`config.mk`:
```
export PLATFORM = sky130hd
export DESIGN_NAME = nx_msg_decoder
export DESIGN_NICKNAME = d
export VERILOG_FILES = /design/src/rtl/nx_msg_decoder.sv
export SDC_FILE = /design/constraint.sdc
export NUM_CORES = 1
export LEC_CHECK = 0
export BUFFER_PORTS_ARGS = -buffer_cell sky130_fd_sc_hd__buf_4
export CORE_MARGIN = 2
export CORE_UTILIZATION = 52
export CTS_BUF_LIST = sky130_fd_sc_hd__clkbuf_8
export CTS_CLUSTER_DIAMETER = 50
export DETAILED_ROUTE_END_ITERATION = 8
export PLACE_DENSITY = 0.78
export SLEW_MARGIN = 40
export SYNTH_ARGS = -nofsm -noshare
export SYNTH_HDL_FRONTEND = slang
export SYNTH_SLANG_ARGS = --single-unit
```
`constraint.sdc`:
```
create_clock -name clk_i -period 1.9 [get_ports clk_i]
set_input_delay 0.285 -clock clk_i [delete_from_list [all_inputs] [get_ports clk_i]]
set_output_delay 0.285 -clock clk_i [all_outputs]
set_load 0.01 [all_outputs]
```
`src/rtl/nx_msg_decoder.sv`:
```
// nx_msg_decoder: header decode and three-way routing of the
// arbitrated inbound message stream of a mesh node.
module nx_msg_decoder #(
    parameter int STREAM_WIDTH = 32,
    parameter int ROW_W = 4,
    parameter int COL_W = 4,
    localparam int PAYLOAD_W = STREAM_WIDTH - ROW_W - COL_W - 2
) (
    input  logic                    clk_i,
    input  logic                    rst_ni,
    input  logic [ROW_W-1:0]        node_row_i,
    input  logic [COL_W-1:0]        node_col_i,
    input  logic [STREAM_WIDTH-1:0] msg_data_i,
    input  logic [1:0]              msg_dir_i,
    input  logic                    msg_valid_i,
    output logic                    msg_ready_o,
    output logic [STREAM_WIDTH-1:0] byp_data_o,
    output logic [1:0]              byp_dir_o,
    output logic                    byp_valid_o,
    input  logic                    byp_ready_i,
    output logic [PAYLOAD_W-1:0]    instr_data_o,
    output logic                    instr_valid_o,
    input  logic                    instr_ready_i,
    output logic [PAYLOAD_W-1:0]    map_data_o,
    output logic                    map_valid_o,
    output logic [PAYLOAD_W-1:0]    sig_data_o,
    output logic                    sig_valid_o,
    output logic [7:0]              drop_count_o
);

    typedef enum logic [1:0] {
        CMD_LOAD = 2'd0,
        CMD_MAP  = 2'd1,
        CMD_SIG  = 2'd2,
        CMD_RSVD = 2'd3
    } cmd_e;

    typedef enum logic [1:0] {
        DIR_N = 2'd0,
        DIR_E = 2'd1,
        DIR_S = 2'd2,
        DIR_W = 2'd3
    } dir_e;

    logic [ROW_W-1:0]     hdr_row;
    logic [COL_W-1:0]     hdr_col;
    cmd_e                 hdr_cmd;
    logic [PAYLOAD_W-1:0] hdr_payload;

    logic is_fwd;
    dir_e route_dir;

    logic byp_free;
    logic instr_free;
    logic accept;

    logic take_byp;
    logic take_instr;
    logic take_map;
    logic take_sig;
    logic take_drop;

    // Arrival direction carries no routing meaning here.
    logic msg_dir_unused;
    assign msg_dir_unused = ^msg_dir_i;

    assign hdr_row     = msg_data_i[STREAM_WIDTH-1 -: ROW_W];
    assign hdr_col     = msg_data_i[STREAM_WIDTH-ROW_W-1 -: COL_W];
    assign hdr_cmd     = cmd_e'(msg_data_i[PAYLOAD_W +: 2]);
    assign hdr_payload = msg_data_i[PAYLOAD_W-1:0];

    // Dimension-order routing: resolve row first, then column.
    always_comb begin
        is_fwd    = 1'b1;
        route_dir = DIR_N;
        if (hdr_row < node_row_i) begin
            route_dir = DIR_N;
        end else if (hdr_row > node_row_i) begin
            route_dir = DIR_S;
        end else if (hdr_col < node_col_i) begin
            route_dir = DIR_W;
        end else if (hdr_col > node_col_i) begin
            route_dir = DIR_E;
        end else begin
            is_fwd = 1'b0;
        end
    end

    // A slot can take a new entry when empty or draining this cycle.
    assign byp_free   = !byp_valid_o || byp_ready_i;
    assign instr_free = !instr_valid_o || instr_ready_i;

    // Ready depends only on the destination of the head message.
    always_comb begin
        msg_ready_o = byp_free;
        if (msg_valid_i && !is_fwd) begin
            unique case (hdr_cmd)
                CMD_LOAD: msg_ready_o = instr_free;
                CMD_MAP:  msg_ready_o = 1'b1;
                CMD_SIG:  msg_ready_o = 1'b1;
                CMD_RSVD: msg_ready_o = 1'b1;
            endcase
        end
    end

    assign accept = msg_valid_i && msg_ready_o;

    assign take_byp   = accept && is_fwd;
    assign take_instr = accept && !is_fwd && (hdr_cmd == CMD_LOAD);
    assign take_map   = accept && !is_fwd && (hdr_cmd == CMD_MAP);
    assign take_sig   = accept && !is_fwd && (hdr_cmd == CMD_SIG);
    assign take_drop  = accept && !is_fwd && (hdr_cmd == CMD_RSVD);

    // Bypass slot: forwarded message, unmodified, plus egress port.
    always_ff @(posedge clk_i or negedge rst_ni) begin
        if (!rst_ni) begin
            byp_valid_o <= 1'b0;
            byp_data_o  <= '0;
            byp_dir_o   <= 2'd0;
        end else if (byp_free) begin
            byp_valid_o <= take_byp;
            if (take_byp) begin
                byp_data_o <= msg_data_i;
                byp_dir_o  <= route_dir;
            end
        end
    end

    // Instruction slot: payload for the node's instruction loader.
    always_ff @(posedge clk_i or negedge rst_ni) begin
        if (!rst_ni) begin
            instr_valid_o <= 1'b0;
            instr_data_o  <= '0;
        end else if (instr_free) begin
            instr_valid_o <= take_instr;
            if (take_instr) begin
                instr_data_o <= hdr_payload;
            end
        end
    end

    // Output-map command: single-cycle pulse, payload held afterwards.
    always_ff @(posedge clk_i or negedge rst_ni) begin
        if (!rst_ni) begin
            map_valid_o <= 1'b0;
            map_data_o  <= '0;
        end else begin
            map_valid_o <= take_map;
            if (take_map) begin
                map_data_o <= hdr_payload;
            end
        end
    end

    // Signal command: single-cycle pulse, payload held afterwards.
    always_ff @(posedge clk_i or negedge rst_ni) begin
        if (!rst_ni) begin
            sig_valid_o <= 1'b0;
            sig_data_o  <= '0;
        end else begin
            sig_valid_o <= take_sig;
            if (take_sig) begin
                sig_data_o <= hdr_payload;
            end
        end
    end

    // Saturating count of reserved-command messages swallowed here.
    always_ff @(posedge clk_i or negedge rst_ni) begin
        if (!rst_ni) begin
            drop_count_o <= 8'd0;
        end else if (take_drop && (drop_count_o != 8'hFF)) begin
            drop_count_o <= drop_count_o + 8'd1;
        end
    end

endmodule
```
Yosys cells after proc, flatten, opt, wreduce, memory -nomap -nowiden. Cells that the tools add are included. Widths: inputs -> output; s select.

Bits of input ports: 47. Output and inout port bits: 113. Register bits: 112. Word-level logic and storage cells: 47.

Muxes and demuxes: 10. Order comparisons: 4. Equality and inequality tests: 4. Add/sub/neg operators: 1. Reductions and logical operators: 18.

Operators with widths (count): $logic_and 1x1->1 (9); $add 8x1->8 const B (1); $gt 4x4->1 (2); $lt 4x4->1 (2); $ne 8x8->1 const B (1); $mux 1 (6); $mux 2 (3); $eq 2x2->1 const B (2); $reduce_and 2->1 (2); $logic_not 1->1 (3); $reduce_or 3->1 (1); $eq 2x1->1 const B (1); $logic_not 2->1 (1); $logic_or 1x1->1 (2); $pmux 1 s2 (1).

Depth between registers and ports, before layout. Gate-level depths: netlist of run 1.

Depth after elaboration: 12. Depth in mapped cells: 10.

Least setup slack after synthesis of run 1. OpenSTA, ideal clock, no wires.

Path type: input to register. From: input port node_row_i[1]. To: register byp_data_o[10]. Path buffers: 3. Slack: -0.317 ns. Setup time: 0.125 ns. Stages on the path: 10. Arrival time: 2.092 ns. Cells stage by stage: inv_1 ha_1 or4b_4 or3b_1 buf_4 o21ai_2 nor2b_2 buf_6 buf_12 mux2_4.

Cells in the longest elaborated chain, start to end: 9. Elaborated cells between the ends (all ways): 10.

Ends and longest elaborated chain: from (decl) (line 11) `input logic [ROW_W-1:0] node_row_i,`; $gt 4x4->1 (line 78) `end else if (hdr_row > node_row_i) begin`; $mux 1 (line 78); $mux 1 * (line 76) `if (hdr_row < node_row_i) begin`; $logic_not 1->1 (line 96) `if (msg_valid_i && !is_fwd) begin`; $logic_and 1x1->1 (line 96); $mux 1 (line 96); $logic_and 1x1->1 (line 106) `assign accept = msg_valid_i && msg_ready_o;`; $logic_and 1x1->1 * (line 108) `assign take_byp = accept && is_fwd;`; $reduce_and 2->1 (no line) *; to (signal assigned) (line 123) `byp_data_o <= msg_data_i;`; to (decl) (line 17) `output logic [STREAM_WIDTH-1:0] byp_data_o,`.

Every way passes the cells marked *; elsewhere a longest branch is shown, timed or not. A chain may end at the register's enable or synchronous reset.

Final worst setup path of run 1.
From: input port node_row_i[3]. To: output port msg_ready_o.

Cells in the longest elaborated chain, start to end: 6. Elaborated cells between the ends (all ways): 7.

Ends and longest elaborated chain: $gt 4x4->1 (line 78); $mux 1 (line 78); $mux 1 * (line 76); $logic_not 1->1 * (line 96); $logic_and 1x1->1 * (line 96); $mux 1 * (line 96); to (decl) (line 16) `output logic msg_ready_o,`.

Marks and branches as above.

==> summary.md, run 1 <==
| Metric | Value |
|---|---|
| Leakage power of the design | `3.56 nW` |
| Final weighted congestion of routability-driven global placement | `0.770` |
| Data arrival time at the worst-slack endpoint | `1.80 ns` |
| Row Count | `34` |
| Most frequent cell on the critical path | `buf_6` |
| Cell breakdown of the critical path | `buf_8 > inv_8 > ha_4 > or4b_4 > buf_6 > nand4_1 > mux2_4 > buf_6` |
| RSZ-0062 raised after global routing | `yes` |
| Layout-stage area growth over the synthesis result | `46.7%` |
| Synth cell types | `29` |
| Count of routing violations after the opening detailed-route iteration | `92` |
| Number of global-route vias before repair | `3312` |
| Latest clock arrival within the worst-skew pair | `0.37 ns` |
| Total GRT Usage | `23.0%` |
| Post-synth top area cell | `dfrtp_1` |
| Type of the setup path with the least slack | `in -> out` |
| N_diodes | `0` |
| Synthesized area per cell | `15.8 um^2` |
| Final-report max-slew violation count | `0` |
| Number of clock buffers inserted by TritonCTS | `9` |
| DIE HEIGHT | `99.0 um` |
| TritonCTS clock tree | `built` |
| Final period util | `110%` |
| Router iterations before antenna repair | `4` |
| Number of hold violations in the final report | `0` |
| Maximum clock rate | `480 MHz` |
| Slowest cell on crit path | `or4b_4` |
| Fin Clk Skew | `0.0177 ns` |
| Post-layout util | `79.0%` |
| Antenna violations before repair | `0` |
| Reg2Reg Depth | `6` |
| Setup-violating endpoint count in the final report | `66` |
| Count of input and output buffers | `157` |
| Htree depth | `3` |
| Sinks on Clock Net | `112` |
| WL/cell | `19.2 um` |
| Violations in the final reports | `negative setup slack` |
| Hold crit path type | `in -> reg` |
| Relative slew slack | `66.7%` |
| Die span in x | `99.0 um` |
| Number of remaining DRC errors | `0` |
| First-pass GRT wire length | `17.6 mm` |
| Result of the run | `finished, violations left` |
| Die footprint | `0.00981 mm^2` |
| Actual transition at the worst max-transition pin | `0.493 ns` |
| Final hold slack | `0.152 ns` |
| Number of vias per cell | `5.30` |
| Routed WL | `11.7 mm` |
| Required time at the endpoint of the critical path | `1.62 ns` |
| Element type at the critical path start | `input port` |
| Worst hold stages | `2` |
| Synthesized netlist cell count | `297` |
| Biggest fanout along the worst timing path | `2` |
| Worst setup EP type | `output port` |
| Grt total ovfl | `0` |
| Top post-synthesis cells by area | `dfrtp_1 60%, mux2_2 17%, mux2_4 9.6%, ha_1 2.4%, buf_12 1.3%` |
| Fraction of the yosys area taken by sequential cells | `59.7%` |
| Maximum vdd drop | `0.000435 V` |
| Maximum number of buffers from clock root to sink | `2` |
| Syn_nets | `353` |
| Setup slack after layout | `-0.185 ns` |
| Core box area | `0.00872 mm^2` |
| Min Tclk post-route | `2.09 ns` |
| Fraction of layout cells with a size suffix above 1 | `68.2%` |
| Total number of vias | `3240` |
| FF+latch count, synth | `112` |
| Final net count | `554` |
| Summed instance area of the synthesized netlist | `0.00470 mm^2` |
| Top cell type's share of synthesized area | `59.7%` |
| Fillers | `517` |
| Detailed Place HPWL | `7.86 mm` |
| CP max stage delay | `0.54 ns` |
| Initial cell density of the core | `53.9%` |
| Count of warnings emitted by yosys | `0` |
| Post-route antenna net violation count | `0` |
| Clock tree root driver cell | `clkbuf_8` |
| Worst slack, placed | `-0.488 ns` |
| Power density over cell area | `713 mW/mm^2` |
| Pin count of the biggest net entering global routing | `43` |
| Clock slew at the register clock pins of the worst setup and hold paths | `0.11 ns` |
| Max-capacitance violation count | `0` |
| Top-level port count | `160` |
==> where the power goes <==
group	switching (mW)	total [mW]	internal, mW	leakage [nW]
clock network	0.870	1.42	0.549	0.0988
registers	0.0935	2.62	2.52	1.48
logic	0.357	0.880	0.523	1.98
total	1.32	4.92	3.60	3.56
==> cell families after synthesis <==
family                   count (synthesis)  synth area share (%)
AO/OA/AOI/OAI                            8                  1.09
adder cells (fa/ha/maj)                  9                  2.40
XOR/XNOR                                 7                  1.31
multiplexers                           102                  26.9
flip-flops                             112                  59.7
buffers and inverters                   19                  3.28
AND/OR/NAND/NOR                         40                  5.41
==> layout by cell type (no fill, tap or decap), types with 5 or more instances in the layout <==
cell      count
buf_12        8
buf_4       174
buf_6        12
clkbuf_8     10
dfrtp_1     112
ha_4          8
inv_8         5
mux2_2       50
mux2_4       51
nand2_1       6
nand2b_1      5
nand4_1       7
xnor2_1       6
==> flip-flops by register name, summed over array words and instances (netlist names) <==
signal	count
byp_data_o	32
map_data_o	22
byp_dir_o	2
instr_data_o	22
sig_data_o	22
sig_valid_o	1
drop_count_o	8
instr_valid_o	1
map_valid_o	1
byp_valid_o	1
==> final timing paths <==
check	from	end	slack (ns)
setup / recovery	node_row_i[3]	msg_ready_o	-0.19
hold / removal	msg_data_i[28]	byp_data_o[28]$_DFFE_PN0P_	0.15
setup reg to reg	instr_valid_o$_DFFE_PN0P_	instr_data_o[1]$_DFFE_PN0P_	0.27
hold reg to reg	drop_count_o[7]$_DFFE_PN0P_	drop_count_o[7]$_DFFE_PN0P_	0.52
max in group asynchronous	rst_ni	instr_data_o[1]$_DFFE_PN0P_	1.00
min in group asynchronous	rst_ni	instr_data_o[9]$_DFFE_PN0P_	0.33
==> final cells by class <==
cell class	count	area [um^2]	share of cell area, %
sequential	112	2800	40.7
clock inverter	6	58.8	0.853
inverter	8	52.6	0.763
tap	108	135	1.96
multi-input combinational	166	1950	28.3
timing repair buffer	201	1750	25.5
clock buffer	10	138	2.00
==> critical path: cells and delay by family <==
family	cells	cell delay, ns
buffers and inverters	4	0.36
multiplexers	1	0.32
AND/OR/NAND/NOR	2	0.69
adder cells (fa/ha/maj)	1	0.14
==> routing by layer <==
metal	vias up	routed length, um	GRT usage, %
met3	24	713	5.53
met1	1639	5100	31.4
met4	0	220	6.43
met5	-	0	0
met2	118	5700	37.2
li1	1459	-	-
==> synth_stat cells, drive strengths merged <==
cell type	number
a21oi	4
and3	1
and4	2
buf	11
dfrtp	112
ha	9
inv	8
mux2	102
nand2	6
nand2b	5
nand3	2
nand3b	1
nand4	7
nor2	6
nor2b	3
nor3	4
nor4b	1
o211ai	2
o21ai	1
o31ai	1
or3b	1
or4b	1
xnor2	6
xor2	1
==> per-stage QoR <==
step           total power [mW]  cell area (um^2)  cells  TNS (ns)
2_1_floorplan              3.02              4890    297    -17.26
3_3_place_gp               3.46              6300    572    -39.68
3_5_place_dp               3.48              6300    572    -43.21
4_1_cts                    4.90              6660    601    -0.883
5_1_grt                    5.11              6890    611     -6.26
6_report                   4.92              6890    611     -2.73
==> timing repair <==
| action | in CTS | in global routing |
|---|---|---|
| setup buffers | 11 | 7 |
| pin swaps | 7 | 9 |
| cloned | 1 | 4 |
| hold buffers | 1 | 0 |
| hold endpoints to repair | 17 | 0 |
| resized for setup | 12 | 13 |
| endpoints found under the setup margin | 67 | 70 |
No activity file was read; power rests on OpenSTA's default activity.
==> run 2, diff against run 1 <==
Settings changed: BUFFER_PORTS_ARGS -buffer_cell sky130_fd_sc_hd__buf_4 to unset, CORE_UTILIZATION 52 to 65, DONT_BUFFER_PORTS set to 1, GPL_ROUTABILITY_DRIVEN set to 1, PLACE_DENSITY 0.78 to 0.77, TNS_END_PERCENT set to 30.
==> summary.md, run 2 (synthesis results as in run 1) <==
| Metric | Value |
|---|---|
| Antenna violations before repair | `0 (unchanged)` |
| Clock tree root driver cell | `clkbuf_8 (unchanged)` |
| Sinks on Clock Net | `112 (unchanged)` |
| Fraction of layout cells with a size suffix above 1 | `47.3% (was 68.2%)` |
| Die span in x | `89.0 um (was 99.0 um)` |
| WL/cell | `21.0 um (was 19.2 um)` |
| DIE HEIGHT | `89.0 um (was 99.0 um)` |
| Die footprint | `0.00792 mm^2 (was 0.00981 mm^2)` |
| Number of clock buffers inserted by TritonCTS | `9 (unchanged)` |
| Data arrival time at the worst-slack endpoint | `1.59 ns (was 1.80 ns)` |
| Maximum clock rate | `534 MHz (was 480 MHz)` |
| Origin of the worst setup path | `node_row_i[1] (was node_row_i[3])` |
| Maximum number of buffers from clock root to sink | `2 (unchanged)` |
| Layout-stage area growth over the synthesis result | `10.4% (was 46.7%)` |
| Final hold slack | `-0.392 ns (was 0.152 ns)` |
| Number of global-route vias before repair | `2634 (was 3312)` |
| Final weighted congestion of routability-driven global placement | `0.830 (was 0.770)` |
| Fin Clk Skew | `0.00963 ns (was 0.0177 ns)` |
| Hold crit path type | `in -> async (was in -> reg)` |
| Required time at the endpoint of the critical path | `1.62 ns (about the same)` |
| Register with the most flip-flops | `byp_data_o (unchanged)` |
| Final setup TNS | `0 ns (was -2.73 ns)` |
| Startpoint of the worst register-to-register path | `drop_count_o[0]$_DFFE_PN0P_ (was instr_valid_o$_DFFE_PN0P_)` |
| Final net count | `368 (was 554)` |
| Initial cell density of the core | `68.0% (was 53.9%)` |
| Final-report max-slew violation count | `0 (unchanged)` |
| Router iterations before antenna repair | `4 (unchanged)` |
| Clock slew at the register clock pins of the worst setup and hold paths | `0.10 ns (was 0.11 ns)` |
| Row Count | `30 (was 34)` |
| Worst setup EP type | `output port (unchanged)` |
| Total number of vias | `2440 (was 3240)` |
| Routed WL | `8.69 mm (was 11.7 mm)` |
| Max-capacitance violation count | `0 (unchanged)` |
| Count of input and output buffers | `0 (was 157)` |
| First-pass GRT wire length | `13.3 mm (was 17.6 mm)` |
| Number of flip-flops under the largest register name | `32 (unchanged)` |
| Total GRT Usage | `22.7% (was 23.0%)` |
| Htree depth | `3 (unchanged)` |
| Grt total ovfl | `0 (unchanged)` |
| Actual transition at the worst max-transition pin | `0.380 ns (was 0.493 ns)` |
| Min Tclk post-route | `1.87 ns (was 2.09 ns)` |
| Final period util | `98.5% (was 110%)` |
| Pin count of the biggest net entering global routing | `113 (was 43)` |
| Violations in the final reports | `negative hold slack (was negative setup slack)` |
| End of the worst register-to-register path | `drop_count_o[1]$_DFFE_PN0P_ (was instr_data_o[1]$_DFFE_PN0P_)` |
| Setup-violating endpoint count in the final report | `0 (was 66)` |
| Reg2Reg Depth | `6 (unchanged)` |
| Core box area | `0.00691 mm^2 (was 0.00872 mm^2)` |
| N_diodes | `0 (unchanged)` |
| TritonCTS clock tree | `built (unchanged)` |
| Type of the setup path with the least slack | `in -> out (unchanged)` |
| Number of remaining DRC errors | `0 (unchanged)` |
| Post-route antenna net violation count | `0 (unchanged)` |
| Result of the run | `finished, violations left (unchanged)` |
| Latest clock arrival within the worst-skew pair | `0.36 ns (was 0.37 ns)` |
| Leakage power of the design | `2.54 nW (was 3.56 nW)` |
| Number of vias per cell | `5.91 (was 5.30)` |
| Leading cell types in the layout, fill and taps excluded | `112 x dfrtp_1, 66 x mux2_2, 33 x mux2_4, 10 x clkbuf_8, 9 x buf_4 (was 174 x buf_4, 112 x dfrtp_1, 51 x mux2_4, 50 x mux2_2, 12 x buf_6)` |
| Number of hold violations in the final report | `112 (was 0)` |
| Leading cell type in the layout, fill and taps excluded | `dfrtp_1 (was buf_4)` |
| Element type at the critical path start | `input port (unchanged)` |
| Power density over cell area | `836 mW/mm^2 (was 713 mW/mm^2)` |
| Detailed Place HPWL | `6.14 mm (was 7.86 mm)` |
| Relative slew slack | `74.3% (was 66.7%)` |
| Minimum setup slack among reg-to-reg paths | `0.24 ns (was 0.27 ns)` |
| Maximum vdd drop | `0.000510 V (was 0.000435 V)` |
| Worst setup endpoint | `msg_ready_o (unchanged)` |
| Biggest fanout along the worst timing path | `2 (unchanged)` |
| Top-level port count | `160 (unchanged)` |
| RSZ-0062 raised after global routing | `no (was yes)` |
| Count of routing violations after the opening detailed-route iteration | `100 (was 92)` |
-- run 2: cell count changes in the layout (fill, tap and decap cells not counted), moves of 2 or more --
cell / previous run / this run
inv_4: 3 / 1
mux2_4: 51 / 33
mux2_2: 50 / 66
ha_4: 8 / 6
nor2_1: 4 / 6
buf_12: 8 / 5
buf_4: 174 / 9
nor2_2: 2 / 0
inv_8: 5 / 3
mux2_1: 1 / 3
clkbuf_16: 4 / 0
ha_2: 0 / 2
buf_6: 12 / 1
inv_1: 0 / 3
-- run 2: worst min-delay path by stage --
stage                             endpoint  slack (ns)  cells after the start
4_1_cts         byp_data_o[23]$_DFFE_PN0P_       -0.42                      0
3_3_place_gp    byp_data_o[30]$_DFFE_PN0P_      -0.009                      0
5_1_grt        instr_data_o[4]$_DFFE_PN0P_       -0.44                      0
6_report       instr_data_o[3]$_DFFE_PN0P_       -0.39                      0
2_1_floorplan    byp_data_o[0]$_DFFE_PN0P_       -0.01                      0
3_5_place_dp    byp_data_o[30]$_DFFE_PN0P_      -0.009                      0
-- run 2: per-stage QoR --
| stage | total power [mW] | util [%] | setup WS (ns) | instance area (um^2) | cells |
|---|---|---|---|---|---|
| after floorplan | 3.02 | - | -0.255 | 4820 | 297 |
| after global placement | 3.08 | 72.2 | -0.269 | 4990 | 396 |
| after detailed placement | 3.10 | 72.2 | -0.303 | 4990 | 396 |
| after CTS | 4.39 | 75.1 | 0.0186 | 5180 | 413 |
| after global routing | 4.54 | 75.1 | 0.00555 | 5190 | 413 |
| final | 4.34 | 75.1 | 0.0280 | 5190 | 413 |
-- run 2: layout make-up --
class / count / area [um^2]
clock buffer: 10 / 138
clock inverter: 6 / 45.0
fill: 444 / 1720
inverter: 8 / 47.5
multi-input combinational: 166 / 1860
sequential: 112 / 2800
tap: 96 / 120
timing repair buffer: 15 / 179
-- run 2: report_power, final --
part | switching, mW | total, mW | internal (mW)
sequential | 0.179 | 2.70 | 2.52
combinational | 0.111 | 0.351 | 0.240
clock | 0.764 | 1.28 | 0.520
-- run 2: routing by layer --
metal / global-route usage, % / vias to the layer above / part of all wire [%]
met1: 25.9 / 1232 / 38
met4: 6.92 / 0 / 1.8
met5: 0 / - / 0
met3: 12.5 / 13 / 12
met2: 37.0 / 112 / 49
li1: - / 1083 / -
-- run 2: critical path, stage by stage --
cell     delay (ns)
inv_1          0.03
ha_2           0.18
or4b_4         0.50
buf_6          0.14
nand4_1        0.12
mux2_4         0.34
-- run 2: timing repair --
item / 4_1_cts / 5_1_grt
gates cloned: 0 / 0
setup endpoints to repair: 1 / 1
resized for setup: 1 / 1
setup buffers: 1 / 0
pin swaps: 1 / 0
hold endpoints to repair: 112 / 112
